File: src/rtl/si5351_i2c_master.sv
// Single-transaction I2C master for Si5351 register access.
// One request performs either a register write (START, addr+W, reg, data, STOP)
// or a register read (START, addr+W, reg, repeated START, addr+R, 1 byte, NACK, STOP).
// Each bus cell is four quarters of CLK_DIV clocks; pads are open-drain (oe=1 pulls low).
module si5351_i2c_master #(
    parameter int unsigned CLK_DIV = 250
) (
    input  logic       clk,
    input  logic       reset_n,
    input  logic       start,
    input  logic       rnw,
    input  logic [6:0] dev_addr,
    input  logic [7:0] reg_addr,
    input  logic [7:0] wr_data,
    input  logic       sda_in,
    output logic       scl_oe,
    output logic       sda_oe,
    output logic [7:0] rd_data,
    output logic       busy,
    output logic       done,
    output logic       ack_err
);

    localparam int unsigned CntW = (CLK_DIV > 1) ? $clog2(CLK_DIV) : 1;
    localparam logic [CntW-1:0] CntMax = CntW'(CLK_DIV - 1);

    typedef enum logic [3:0] {
        StIdle,
        StStart,
        StTxByte,
        StTxAck,
        StRStart,
        StRxByte,
        StMAck,
        StStop,
        StDone
    } state_e;

    state_e          state_q, state_d;
    logic [CntW-1:0] cnt_q;
    logic [1:0]      qtr_q;
    logic [2:0]      bit_q;
    logic [1:0]      byte_q;
    logic            rnw_q;
    logic [6:0]      dev_q;
    logic [7:0]      reg_q;
    logic [7:0]      wd_q;
    logic [7:0]      shift_q;
    logic            samp_q;
    logic [7:0]      rd_data_q;
    logic            ack_err_q;
    logic            done_q;

    logic            accept;
    logic            active;
    logic            tick;
    logic            samp_pt;
    logic            cell_end;
    logic [7:0]      tx_byte;
    logic            tx_bit;

    assign accept   = (state_q == StIdle) && start;
    assign active   = (state_q != StIdle) && (state_q != StDone);
    assign tick     = (cnt_q == CntMax);
    assign samp_pt  = tick && (qtr_q == 2'd2);
    assign cell_end = tick && (qtr_q == 2'd3);

    // Byte currently being shifted out; index 2 is the read address on a read
    always_comb begin
        tx_byte = {dev_q, 1'b0};
        case (byte_q)
            2'd0:    tx_byte = {dev_q, 1'b0};
            2'd1:    tx_byte = reg_q;
            2'd2:    tx_byte = rnw_q ? {dev_q, 1'b1} : wd_q;
            default: tx_byte = 8'hFF;
        endcase
        tx_bit = tx_byte[3'd7 - bit_q];
    end

    // State register
    always_ff @(posedge clk or negedge reset_n) begin
        if (!reset_n) begin
            state_q <= StIdle;
        end else begin
            state_q <= state_d;
        end
    end

    // Next-state: cells advance only on the final quarter tick
    always_comb begin
        state_d = state_q;
        case (state_q)
            StIdle:   if (start) state_d = StStart;
            StStart:  if (cell_end) state_d = StTxByte;
            StTxByte: if (cell_end && bit_q == 3'd7) state_d = StTxAck;
            StTxAck: begin
                if (cell_end) begin
                    if (samp_q) begin
                        state_d = StStop;
                    end else if (byte_q == 2'd2) begin
                        state_d = rnw_q ? StRxByte : StStop;
                    end else if (byte_q == 2'd1 && rnw_q) begin
                        state_d = StRStart;
                    end else begin
                        state_d = StTxByte;
                    end
                end
            end
            StRStart: if (cell_end) state_d = StTxByte;
            StRxByte: if (cell_end && bit_q == 3'd7) state_d = StMAck;
            StMAck:   if (cell_end) state_d = StStop;
            StStop:   if (cell_end) state_d = StDone;
            StDone:   state_d = StIdle;
            default:  state_d = StIdle;
        endcase
    end

    // Pad drive per cell type and quarter; SDA only moves at a cell boundary or
    // at q2 of START/RSTART/STOP cells where SCL is deliberately high
    always_comb begin
        scl_oe = 1'b0;
        sda_oe = 1'b0;
        case (state_q)
            StStart: begin
                scl_oe = 1'b0;
                sda_oe = qtr_q[1];
            end
            StTxByte: begin
                scl_oe = ~qtr_q[1];
                sda_oe = ~tx_bit;
            end
            StTxAck, StRxByte, StMAck: begin
                scl_oe = ~qtr_q[1];
                sda_oe = 1'b0;
            end
            StRStart: begin
                scl_oe = (qtr_q == 2'd0);
                sda_oe = qtr_q[1];
            end
            StStop: begin
                scl_oe = (qtr_q == 2'd0);
                sda_oe = ~qtr_q[1];
            end
            default: begin
                scl_oe = 1'b0;
                sda_oe = 1'b0;
            end
        endcase
        busy    = (state_q != StIdle);
        done    = done_q;
        ack_err = ack_err_q;
        rd_data = rd_data_q;
    end

    // Request latch, quarter prescaler, bit/byte counters, sampling and results
    always_ff @(posedge clk or negedge reset_n) begin
        if (!reset_n) begin
            cnt_q     <= '0;
            qtr_q     <= 2'd0;
            bit_q     <= 3'd0;
            byte_q    <= 2'd0;
            rnw_q     <= 1'b0;
            dev_q     <= 7'd0;
            reg_q     <= 8'd0;
            wd_q      <= 8'd0;
            shift_q   <= 8'd0;
            samp_q    <= 1'b0;
            rd_data_q <= 8'd0;
            ack_err_q <= 1'b0;
            done_q    <= 1'b0;
        end else begin
            done_q <= (state_q == StDone);
            if (accept) begin
                rnw_q     <= rnw;
                dev_q     <= dev_addr;
                reg_q     <= reg_addr;
                wd_q      <= wr_data;
                ack_err_q <= 1'b0;
                cnt_q     <= '0;
                qtr_q     <= 2'd0;
                bit_q     <= 3'd0;
                byte_q    <= 2'd0;
                samp_q    <= 1'b0;
            end else if (active) begin
                if (tick) begin
                    cnt_q <= '0;
                    qtr_q <= qtr_q + 2'd1;
                end else begin
                    cnt_q <= cnt_q + 1'b1;
                end
                // Sample on the last clk of q2, while SCL has been high a full quarter
                if (samp_pt) begin
                    samp_q <= sda_in;
                    if (state_q == StRxByte) begin
                        shift_q <= {shift_q[6:0], sda_in};
                    end
                end
                if (cell_end) begin
                    case (state_q)
                        StTxByte, StRxByte: bit_q <= bit_q + 3'd1;
                        StTxAck: begin
                            byte_q <= byte_q + 2'd1;
                            if (samp_q) begin
                                ack_err_q <= 1'b1;
                            end
                        end
                        default: ;
                    endcase
                end
            end else if (state_q == StDone && rnw_q && !ack_err_q) begin
                rd_data_q <= shift_q;
            end
        end
    end

endmodule

File: config.mk
export PLATFORM = sky130hd
export DESIGN_NAME = si5351_i2c_master
export DESIGN_NICKNAME = d
export VERILOG_FILES = /design/src/rtl/si5351_i2c_master.sv
export SDC_FILE = /design/constraint.sdc
export NUM_CORES = 1
export LEC_CHECK = 0
export BUFFER_PORTS_ARGS = -buffer_cell sky130_fd_sc_hd__buf_2
export CAP_MARGIN = 15
export CORE_UTILIZATION = 41
export DETAILED_ROUTE_END_ITERATION = 8
export GPL_ROUTABILITY_DRIVEN = 0
export PLACE_DENSITY = 0.61
export SYNTH_ARGS = -nofsm -noshare
export SYNTH_HDL_FRONTEND = slang
export SYNTH_SLANG_ARGS = --single-unit
File: constraint.sdc
create_clock -name clk -period 2 [get_ports clk]
set_clock_uncertainty 0.15 [all_clocks]
set_input_delay 0.3 -clock clk [delete_from_list [all_inputs] [get_ports clk]]
set_output_delay 0.3 -clock clk [all_outputs]
set_load 0.02 [all_outputs]
==> results of run 1 <==
[cell usage in the layout (no fill, tap or decap), drive strengths merged, types with 5 or more instances in the layout]
cell         Yosys  routed
a21oi            5       5
buf              5      90
clkbuf           8      11
dfrtp           62      62
dlygate4sd3      0      20
ha              12      12
inv             13      13
mux2            19      19
mux2i            6       6
nand2           87      87
nand4            5       5
nor2            20      20
o21ai           10      10
xor2             5       5
[registers in the layout, indices dropped and copies added (netlist names), 2 cells and up]
register,flops
dev_q,7
rd_data,8
reg_q,8
bit_q,3
byte_q,2
cnt_q,8
state_q,4
qtr_q,2
shift_q,8
wd_q,8
[synth_stat cells (2+ instances only)]
cell type / instances / area share
xor2_1: 5 / 0.014
nand2b_1: 3 / 0.0061
nor2_1: 20 / 0.024
mux2i_1: 6 / 0.019
ha_1: 12 / 0.049
a211oi_1: 3 / 0.0073
clkbuf_1: 8 / 0.0097
nand4_1: 4 / 0.0081
a221oi_1: 3 / 0.0085
nand2_1: 87 / 0.11
a221o_1: 3 / 0.0097
a21o_1: 4 / 0.0097
nand3b_1: 2 / 0.0049
nand3_1: 2 / 0.0032
xnor2_1: 4 / 0.011
o21ai_0: 9 / 0.015
a21oi_1: 5 / 0.0081
dfrtp_1: 62 / 0.50
nor2b_1: 2 / 0.0041
o221ai_1: 3 / 0.0085
inv_1: 13 / 0.016
nor4_1: 3 / 0.0061
mux2_2: 19 / 0.069
buf_2: 5 / 0.0081
and3_1: 2 / 0.0041
nor3_1: 2 / 0.0032
[worst min path at each step]
stage / startpoint / end / slack (ns) / cells past startpoint
after floorplan: reset_n / ack_err / -0.15 / 0
after global placement: reset_n / cnt_q[5] / 0.19 / 2
after detailed placement: reset_n / cnt_q[5] / 0.19 / 2
after CTS: wr_data[4] / wd_q[4] / 0.005 / 3
after global routing: wr_data[4] / wd_q[4] / 0.02 / 3
final: dev_addr[3] / dev_q[3] / 0.02 / 3
[power by group through the flow]
stage	sequential, mW	combinational, mW	clock, mW
global placement	1.34	0.171	0
detailed placement	1.34	0.178	0
global route	1.32	0.260	1.18
floorplan	1.33	0.0889	0
CTS	1.31	0.223	1.13
finish	1.31	0.233	1.10
[kinds of logic (layout without fill, tap and decap cells)]
group | count (synthesis) | in the layout
AND/OR/NAND/NOR | 137 | 137
adder cells (fa/ha/maj) | 12 | 12
buffers and inverters | 26 | 139
flip-flops | 62 | 62
multiplexers | 25 | 25
AO/OA/AOI/OAI | 41 | 41
XOR/XNOR | 9 | 9
[repair_timing]
action	CTS	global route
hold buffers	20	0
pin swaps	9	23
buffers inserted	9	8
hold endpoints to repair	81	0
setup endpoints to repair	40	31
resized for setup	29	36
[critical path, delay by kind of cell, from the launching register on]
family,cells,cell delay (ns)
AO/OA/AOI/OAI,3,0.74
adder cells (fa/ha/maj),1,0.16
flip-flops,1,0.41
AND/OR/NAND/NOR,1,0.10
buffers and inverters,3,0.30
[metal layers]
metal / vias to the layer above / track usage / part of all wire / wire, µm
li1: 1280 / - / - / -
met1: 1223 / 0.248 / 0.47 / 3280
met2: 51 / 0.324 / 0.49 / 3430
met3: 8 / 0.0448 / 0.033 / 232
met4: 0 / 0.0792 / 0.015 / 109
met5: - / 0 / 0 / 0
[metrics by stage]
| step | cells | setup TNS [ns] |
|---|---|---|
| floorplan | 312 | -0.0340 |
| global placement | 472 | -0.471 |
| detailed placement | 472 | -0.645 |
| CTS | 517 | -0.553 |
| global route | 524 | -1.12 |
| finish | 524 | -0.590 |
[area by class of cell]
type | count | area, µm² | area share
clock buffers | 11 | 141 | 0.0320
repair buffers | 110 | 856 | 0.194
well taps | 99 | 124 | 0.0280
clock inverters | 5 | 58.8 | 0.0133
flip-flops and latches | 62 | 1560 | 0.353
multi-input cells | 224 | 1630 | 0.369
inverters | 13 | 48.8 | 0.0110
==> impl_metrics.py, run 1 <==
metrics = {
    "pwr": {
        "p_comb_frac": 0.088,
        "switching_power_uw": 629,
        "power.total_mw": 2.65,
        "power.share.clock": 0.416,
        "seqPwrFrac": 0.496,
        "powerDensity_nw_per_um2": 599,
        "leakage_nw": 2.26,
        "peakVddDrop_mv": 0.356,
        "switching_share": 0.237,
        "internal-power_mw": 2.02,
    },
    "global_route": {
        "grt_first_pass_wirelength_mm": 11.6,
        "grt-ovfl-total": 0,
        "grt_pass1_vias": 2491,
        "grt_start_max_net_pins": 63,
        "grt_usage": 0.196,
        "antenna_found_initial": 0,
    },
    "setup_path": {
        "crit_path_start_kind": "flop",
        "crit_required_ns": 1.55,
        "critPathMostFrequentCell": "buf_6",
        "crit_chain": "inv_2 > ha_2 > a21o_1 > buf_6 > a222oi_1 > o221ai_2 > nand2_2 > buf_6",
        "rr_startpoint": "state_q[2]",
        "crit_start": "byte_q[1]",
        "rr_worst_depth": 8,
        "crit_type": "reg -> out",
        "endpoint": "sda_oe",
        "end_kind": "output port",
        "reg2reg_slack_ns": 0.03,
        "slowest_stage": "dfrtp_2",
        "reg2reg_to": "state_q[1]",
        "arrival_ns": 2.06,
        "max_stage_delay_ns": 0.41,
        "crit_fanout": 4,
    },
    "synthesis": {
        "ys_seq_area_frac": 0.503,
        "synth.area.mux_share": 0.0888,
        "synth_xor_area_frac": 0.0256,
        "yosys.area_share.simple": 0.200,
        "synth_fa_ha_area_frac": 0.0487,
        "synthDistinctLibCells": 47,
        "synth.avg_cell_area_um2": 9.89,
        "yosys_most_used_dff": "dfrtp_1",
        "synth-edff-count": 0,
        "synth_fp_nets": 352,
        "syn_inst": 312,
        "yosys_warnings": 0,
        "async_flop_share": 1.00,
        "synth_top_family_by_area": "simple AND/OR/NAND/NOR gates",
        "ys_seq_elements": 62,
        "synth-compound-area-share": 0.100,
        "syn_area_um2": 3080,
    },
    "floorplanning": {
        "core_area_um2": 7250,
        "fp.dieH_um": 88.7,
        "start_util": 0.425,
        "die-width_um": 88.7,
        "row_count": 31,
        "io-pin-count": 41,
        "die-area_um2": 7870,
    },
    "timing": {
        "tightest_slew_ns": 0.386,
        "period_needed_ns": 2.51,
        "rsz0062_at_grt": "yes",
        "slew_headroom": 0.743,
        "timing.fmax_mhz": 399,
        "slew_violations": 0,
        "setup_slack_ns": -0.509,
        "whs_ns": 0.0170,
        "setup_violations": 3,
        "hold_viol_final": 0,
        "finalCritPeriodShare": 1.25,
    },
    "placement": {
        "dp_slack_ns": -0.219,
        "io_buffers": 40,
        "hpwlAfterDp_mm": 4.49,
        "placed_area_um2": 3660,
    },
    "finish": {
        "final_util": 0.609,
        "n_antenna_cell": 0,
        "nets": 460,
        "fin_area_um2": 4420,
        "syn_to_final_growth_pct": 43.2,
        "drive_gt1_frac": 0.386,
        "fillCellCount": 618,
    },
    "clock_network": {
        "cts_buffers": 9,
        "cts_root_buffer": "clkbuf_8",
        "clk_latency_ns": 0.34,
        "cts_tree": "yes",
        "cts_sinks": 62,
        "cts_buffer_depth": 2,
        "clk_pin_slew_ns": 0.07,
        "htreeDepth": 3,
    },
    "drt": {
        "drtIter0Drc": 129,
        "via_count": 2562,
        "wl_per_cell_um": 13.4,
        "viasPerCell": 4.89,
        "drc": 0,
        "routed_wl_mm": 7.05,
        "postRouteAntennaNets": 0,
        "dr.pass1.iters": 4,
    },
    "status": {
        "outcome": "finished, violations left",
        "violations": "negative setup slack",
    },
    "worst_hold_path": {
        "hold_class": "in -> reg",
    },
    "flow_run": {
        "max-cap-violations": 0,
    },
}
No activity file was read; power rests on OpenSTA's default activity.
==> inputs of run 2 (changes only) <==
--- a/config.mk
+++ b/config.mk
@@ -10,7 +10,7 @@
 export CORE_UTILIZATION = 41
 export DETAILED_ROUTE_END_ITERATION = 8
 export GPL_ROUTABILITY_DRIVEN = 0
-export PLACE_DENSITY = 0.61
+export PLACE_DENSITY = 0.59
 export SYNTH_ARGS = -nofsm -noshare
 export SYNTH_HDL_FRONTEND = slang
 export SYNTH_SLANG_ARGS = --single-unit
==> constraint.sdc (replaced) <==
create_clock -name clk -period 2.5 [get_ports clk]
set_clock_uncertainty 0.15 [all_clocks]
set_input_delay 0.375 -clock clk [delete_from_list [all_inputs] [get_ports clk]]
set_output_delay 0.375 -clock clk [all_outputs]
set_load 0.02 [all_outputs]
==> run 2 against run 1 <==
Against the previous run: the flow still finishes with violations (negative setup slack); critical path depth down 1; via count is 7.1% lower; wire length is 6.6% lower; sequential power is 19% lower; final area decreased by 14%; combinational power fell by 34%; sequential share of layout area grew 5.9 points; critical path type unchanged.
==> impl_metrics.py, run 2 (same netlist as run 1, synthesis figures left out) <==
metrics = {
    "status": {
        "outcome": "finished, violations left",
        "violations": "negative setup slack",
    },
    "clock_network": {
        "clk_pin_slew_ns": 0.07,
        "clk_latency_ns": 0.34,
        "cts_buffers": 9,
        "cts_tree": "yes",
        "cts_sinks": 62,
        "cts_buffer_depth": 2,
        "htreeDepth": 3,
        "cts_root_buffer": "clkbuf_8",
    },
    "drt": {
        "drtIter0Drc": 125,
        "postRouteAntennaNets": 0,
        "wl_per_cell_um": 14.1,
        "dr.pass1.iters": 4,
        "drc": 0,
        "routed_wl_mm": 6.59,
        "via_count": 2381,
        "viasPerCell": 5.11,
    },
    "timing": {
        "whs_ns": 0.0714,
        "rsz0062_at_grt": "yes",
        "setup_slack_ns": -0.0540,
        "slew_headroom": 0.634,
        "setup_violations": 1,
        "hold_viol_final": 0,
        "fin_tns_setup_ns": -0.0540,
        "slew_violations": 0,
        "period_needed_ns": 2.55,
        "timing.fmax_mhz": 392,
        "finalCritPeriodShare": 1.02,
        "tightest_slew_ns": 0.549,
    },
    "setup_path": {
        "crit_required_ns": 1.98,
        "arrival_ns": 2.03,
        "reg2reg_slack_ns": 0.24,
        "end_kind": "output port",
        "slowest_stage": "dfrtp_1",
        "crit_path_start_kind": "flop",
        "crit_chain": "buf_4 > ha_4 > a221o_1 > o221ai_2 > o221ai_1 > nand2_1 > buf_6",
        "crit_fanout": 9,
        "max_stage_delay_ns": 0.39,
        "crit_type": "reg -> out",
    },
    "finish": {
        "fillCellCount": 678,
        "fin_area_um2": 3780,
        "mostFrequentLayoutCells": "nand2_1, dfrtp_1, buf_2, nor2_1, mux2_2",
        "syn_to_final_growth_pct": 22.5,
        "drive_gt1_frac": 0.292,
        "nets": 402,
        "final_util": 0.521,
        "fin_cells": 466,
        "n_antenna_cell": 0,
        "layout_commonest_cell": "nand2_1",
    },
    "pwr": {
        "peakVddDrop_mv": 0.304,
        "powerDensity_nw_per_um2": 576,
        "leakage_nw": 1.96,
    },
    "floorplanning": {
        "start_util": 0.425,
        "io-pin-count": 41,
        "fp.dieH_um": 88.7,
        "die-width_um": 88.7,
        "row_count": 31,
        "die-area_um2": 7870,
        "core_area_um2": 7250,
    },
    "placement": {
        "placed_area_um2": 3430,
        "io_buffers": 40,
        "hpwlAfterDp_mm": 4.50,
        "dp_cells": 446,
    },
    "global_route": {
        "met1_usage": 0.240,
        "grt_pass1_vias": 2353,
        "grt-ovfl-total": 0,
        "busiest_layer": "met2",
        "grtUsageMet3": 0.0606,
        "grt_first_pass_wirelength_mm": 11.2,
        "grt_usage": 0.191,
        "grt_start_max_net_pins": 33,
        "met2_usage": 0.308,
        "antenna_found_initial": 0,
    },
    "flow_run": {
        "max-cap-violations": 0,
    },
    "worst_hold_path": {
        "hold_class": "in -> reg",
    },
}
[run 2: cell types whose count changed in the layout (fill, tap and decap cells not counted), sizes merged]
cell,previous run,this run
clkbuf,11,12
buf,90,51
clkinvlp,2,0
dlygate4sd3,20,1
bufinv,1,2
[run 2: through the flow]
stage          setup WS, ns  power (mW)
2_1_floorplan         0.250        1.13
3_3_place_gp         0.0898        1.20
3_5_place_dp         0.0483        1.20
4_1_cts             -0.0819        2.19
5_1_grt              -0.166        2.26
6_report            -0.0540        2.18
[run 2: repair_timing]
action	4_1_cts	5_1_grt
buffers inserted	3	0
setup endpoints to repair	1	1
resized for setup	17	5
hold buffers	1	0
pin swaps	5	5
hold endpoints to repair	20	0
[run 2: power breakdown]
part	internal, mW	switching, mW	total (mW)	leakage [nW]
combinational	0.0720	0.0813	0.153	1.05
clock	0.586	0.382	0.968	0.110
sequential	1.03	0.0253	1.06	0.801
total	1.69	0.488	2.18	1.96
[run 2: path summary, 6_finish.rpt]
check                        endpoint  cells after the start        from
max                            sda_oe                      7   byte_q[0]
min                           wd_q[2]                      3  wr_data[2]
max reg2reg                shift_q[0]                      6    cnt_q[1]
min reg2reg                   wd_q[6]                      2     wd_q[6]
max in group asynchronous  rd_data[4]                      3     reset_n
min in group asynchronous    cnt_q[1]                      2     reset_n
[run 2: layout make-up]
class	count	area, µm²	area share
Tap cell	99	124	0.0328
Inverter	13	48.8	0.0129
Sequential cell	62	1550	0.411
Timing Repair Buffer	52	315	0.0835
Clock inverter	4	70.1	0.0185
Clock buffer	12	145	0.0384
Multi-Input combinational cell	224	1520	0.402
[run 2: metal layers]
metal  part of all wire  wire, µm
met4              0.015        99
met3              0.033       219
met2               0.48      3190
met1               0.47      3080
met5                  0         0
[run 2: critical path: cells and delay by family (launching register included)]
family,cells,cell delay (ns)
AO/OA/AOI/OAI,3,0.69
flip-flops,1,0.39
buffers and inverters,2,0.28
adder cells (fa/ha/maj),1,0.19
AND/OR/NAND/NOR,1,0.13
==> inputs of run 3 (changes only) <==
--- a/config.mk
+++ b/config.mk
@@ -7,6 +7,7 @@
 export LEC_CHECK = 0
 export BUFFER_PORTS_ARGS = -buffer_cell sky130_fd_sc_hd__buf_2
 export CAP_MARGIN = 15
+export CORE_ASPECT_RATIO = 0.9
 export CORE_UTILIZATION = 41
 export DETAILED_ROUTE_END_ITERATION = 8
 export GPL_ROUTABILITY_DRIVEN = 0
==> run 3 against run 2 <==
Against the previous run: the run still ends with negative setup slack left; clock-buffer cell count unchanged; largest cell class unchanged; global-route usage up 0.22 points; hold slack better by 0.0016 ns; highest routed layer unchanged.
==> impl_metrics.py, run 3 (same netlist as run 1, synthesis figures left out) <==
metrics = {
    "worst_hold_path": {
        "worstHoldStart": "reg_addr[1]",
        "hold_depth": 3,
        "min_to": "reg_q[1]",
        "hold_class": "in -> reg",
    },
    "timing": {
        "slew_violations": 0,
        "rsz0062_at_grt": "yes",
        "fin_tns_setup_ns": -0.102,
        "hold_viol_final": 0,
        "slew_headroom": 0.545,
        "setup_slack_ns": -0.102,
        "tightest_slew_ns": 0.682,
        "timing.fmax_mhz": 384,
        "period_needed_ns": 2.60,
        "whs_ns": 0.0731,
        "finalCritPeriodShare": 1.04,
        "setup_violations": 1,
    },
    "drt": {
        "dr.pass1.iters": 5,
        "drtIter0Drc": 125,
        "drc": 0,
        "wl_per_cell_um": 14.6,
        "viasPerCell": 5.16,
        "routed_wl_mm": 6.73,
        "postRouteAntennaNets": 0,
        "via_count": 2375,
    },
    "clock_network": {
        "clk_latency_ns": 0.34,
        "htreeDepth": 3,
        "cts_sinks": 62,
        "cts_buffers": 9,
        "cts_root_buffer": "clkbuf_8",
        "cts_tree": "yes",
        "cts_buffer_depth": 2,
        "clk_pin_slew_ns": 0.07,
    },
    "setup_path": {
        "slowest_stage": "dfrtp_1",
        "crit_path_start_kind": "flop",
        "crit_fanout": 6,
        "crit_required_ns": 1.98,
        "crit_type": "reg -> out",
        "rr_startpoint": "cnt_q[1]",
        "arrival_ns": 2.08,
        "max_stage_delay_ns": 0.39,
        "crit_chain": "inv_2 > ha_4 > nor2b_4 > a221oi_2 > a221o_1 > a41oi_2 > nand2_1 > buf_6",
        "rr_worst_depth": 6,
        "end_kind": "output port",
        "reg2reg_to": "shift_q[7]",
        "worstPathBufferInverterCount": 2,
        "critical_path.top_delay_family": "compound AO/OA/AOI/OAI gates",
        "reg2reg_slack_ns": 0.24,
    },
    "global_route": {
        "antenna_found_initial": 0,
        "grt_pass1_vias": 2488,
        "grt-ovfl-total": 0,
        "grt_first_pass_wirelength_mm": 11.7,
        "grt_usage": 0.194,
        "grt_start_max_net_pins": 33,
    },
    "finish": {
        "fin_area_um2": 3760,
        "drive_gt1_frac": 0.289,
        "layout_commonest_cell": "nand2_1",
        "fin_cells": 460,
        "final_util": 0.527,
        "mostFrequentLayoutCells": "nand2_1, dfrtp_1, buf_2, nor2_1, mux2_2",
        "n_antenna_cell": 0,
        "syn_to_final_growth_pct": 22.0,
        "nets": 403,
    },
    "placement": {
        "dp_cells": 441,
        "placed_area_um2": 3420,
        "hpwlAfterDp_mm": 4.65,
        "dp_slack_ns": 0.0844,
        "io_buffers": 40,
    },
    "status": {
        "outcome": "finished, violations left",
        "violations": "negative setup slack",
    },
    "pwr": {
        "power.total_mw": 2.20,
        "power.share.clock": 0.451,
        "switching_share": 0.222,
        "powerDensity_nw_per_um2": 584,
        "p_comb_frac": 0.068,
        "peakVddDrop_mv": 0.350,
        "seqPwrFrac": 0.481,
        "leakage_nw": 1.95,
        "internal-power_mw": 1.71,
        "switching_power_uw": 487,
    },
    "floorplanning": {
        "row_count": 29,
        "fp.dieH_um": 84.3,
        "start_util": 0.431,
        "die-area_um2": 7870,
        "io-pin-count": 41,
        "core_area_um2": 7150,
        "die-width_um": 93.4,
    },
    "flow_run": {
        "max-cap-violations": 0,
    },
}
## run 3: cell count changes in the layout (fill, tap and decap cells not counted), sizes merged
cell / change
buf: +1
clkinv: -2
clkinvlp: +1
## run 3: worst reg2reg max path, cell delays in order, from the launching register on
cell     delay [ns]
dfrtp_1        0.41
inv_1          0.09
ha_1           0.14
nand2_1        0.07
or3_1          0.44
nor3_4         0.45
mux2_2         0.39
## run 3: power groups by stage
stage               clock network [mW]  registers [mW]  logic, mW
global placement                     0            1.07      0.125
detailed placement                   0            1.07      0.129
global route                      1.06            1.06      0.168
floorplan                            0            1.06     0.0687
CTS                               1.02            1.05      0.143
finish                           0.992            1.06      0.149
## run 3: layer usage
| metal | wire [µm] | GRT usage | vias up |
|---|---|---|---|
| met5 | 0 | 0 | - |
| met4 | 114 | 0.0727 | 0 |
| met3 | 335 | 0.0480 | 10 |
| met2 | 3160 | 0.309 | 75 |
| met1 | 3110 | 0.255 | 1131 |
| li1 | - | - | 1159 |
## run 3: how the worst max path moves through the flow
stage,depth (start not counted),from,end
global placement,8,byte_q[0],sda_oe
global route,8,byte_q[0],sda_oe
floorplan,7,byte_q[0],sda_oe
detailed placement,8,byte_q[0],sda_oe
CTS,9,byte_q[0],sda_oe
finish,8,byte_q[0],sda_oe
## run 3: repair_timing
| item | 4_1_cts | 5_1_grt |
|---|---|---|
| endpoints found under the setup margin | 1 | 2 |
| hold buffers | 1 | 0 |
| hold endpoints to repair | 28 | 0 |
| resized for setup | 13 | 7 |
| pin swaps | 3 | 6 |
| buffers inserted | 2 | 1 |
| gates cloned | 0 | 0 |
## run 3: layout make-up
cell class | instances | area (µm²)
clock buffers | 12 | 155
clock inverters | 3 | 67.6
inverters | 13 | 48.8
well taps | 93 | 116
multi-input cells | 224 | 1510
flip-flops and latches | 62 | 1550
fillers | 658 | 3380
repair buffers | 53 | 310
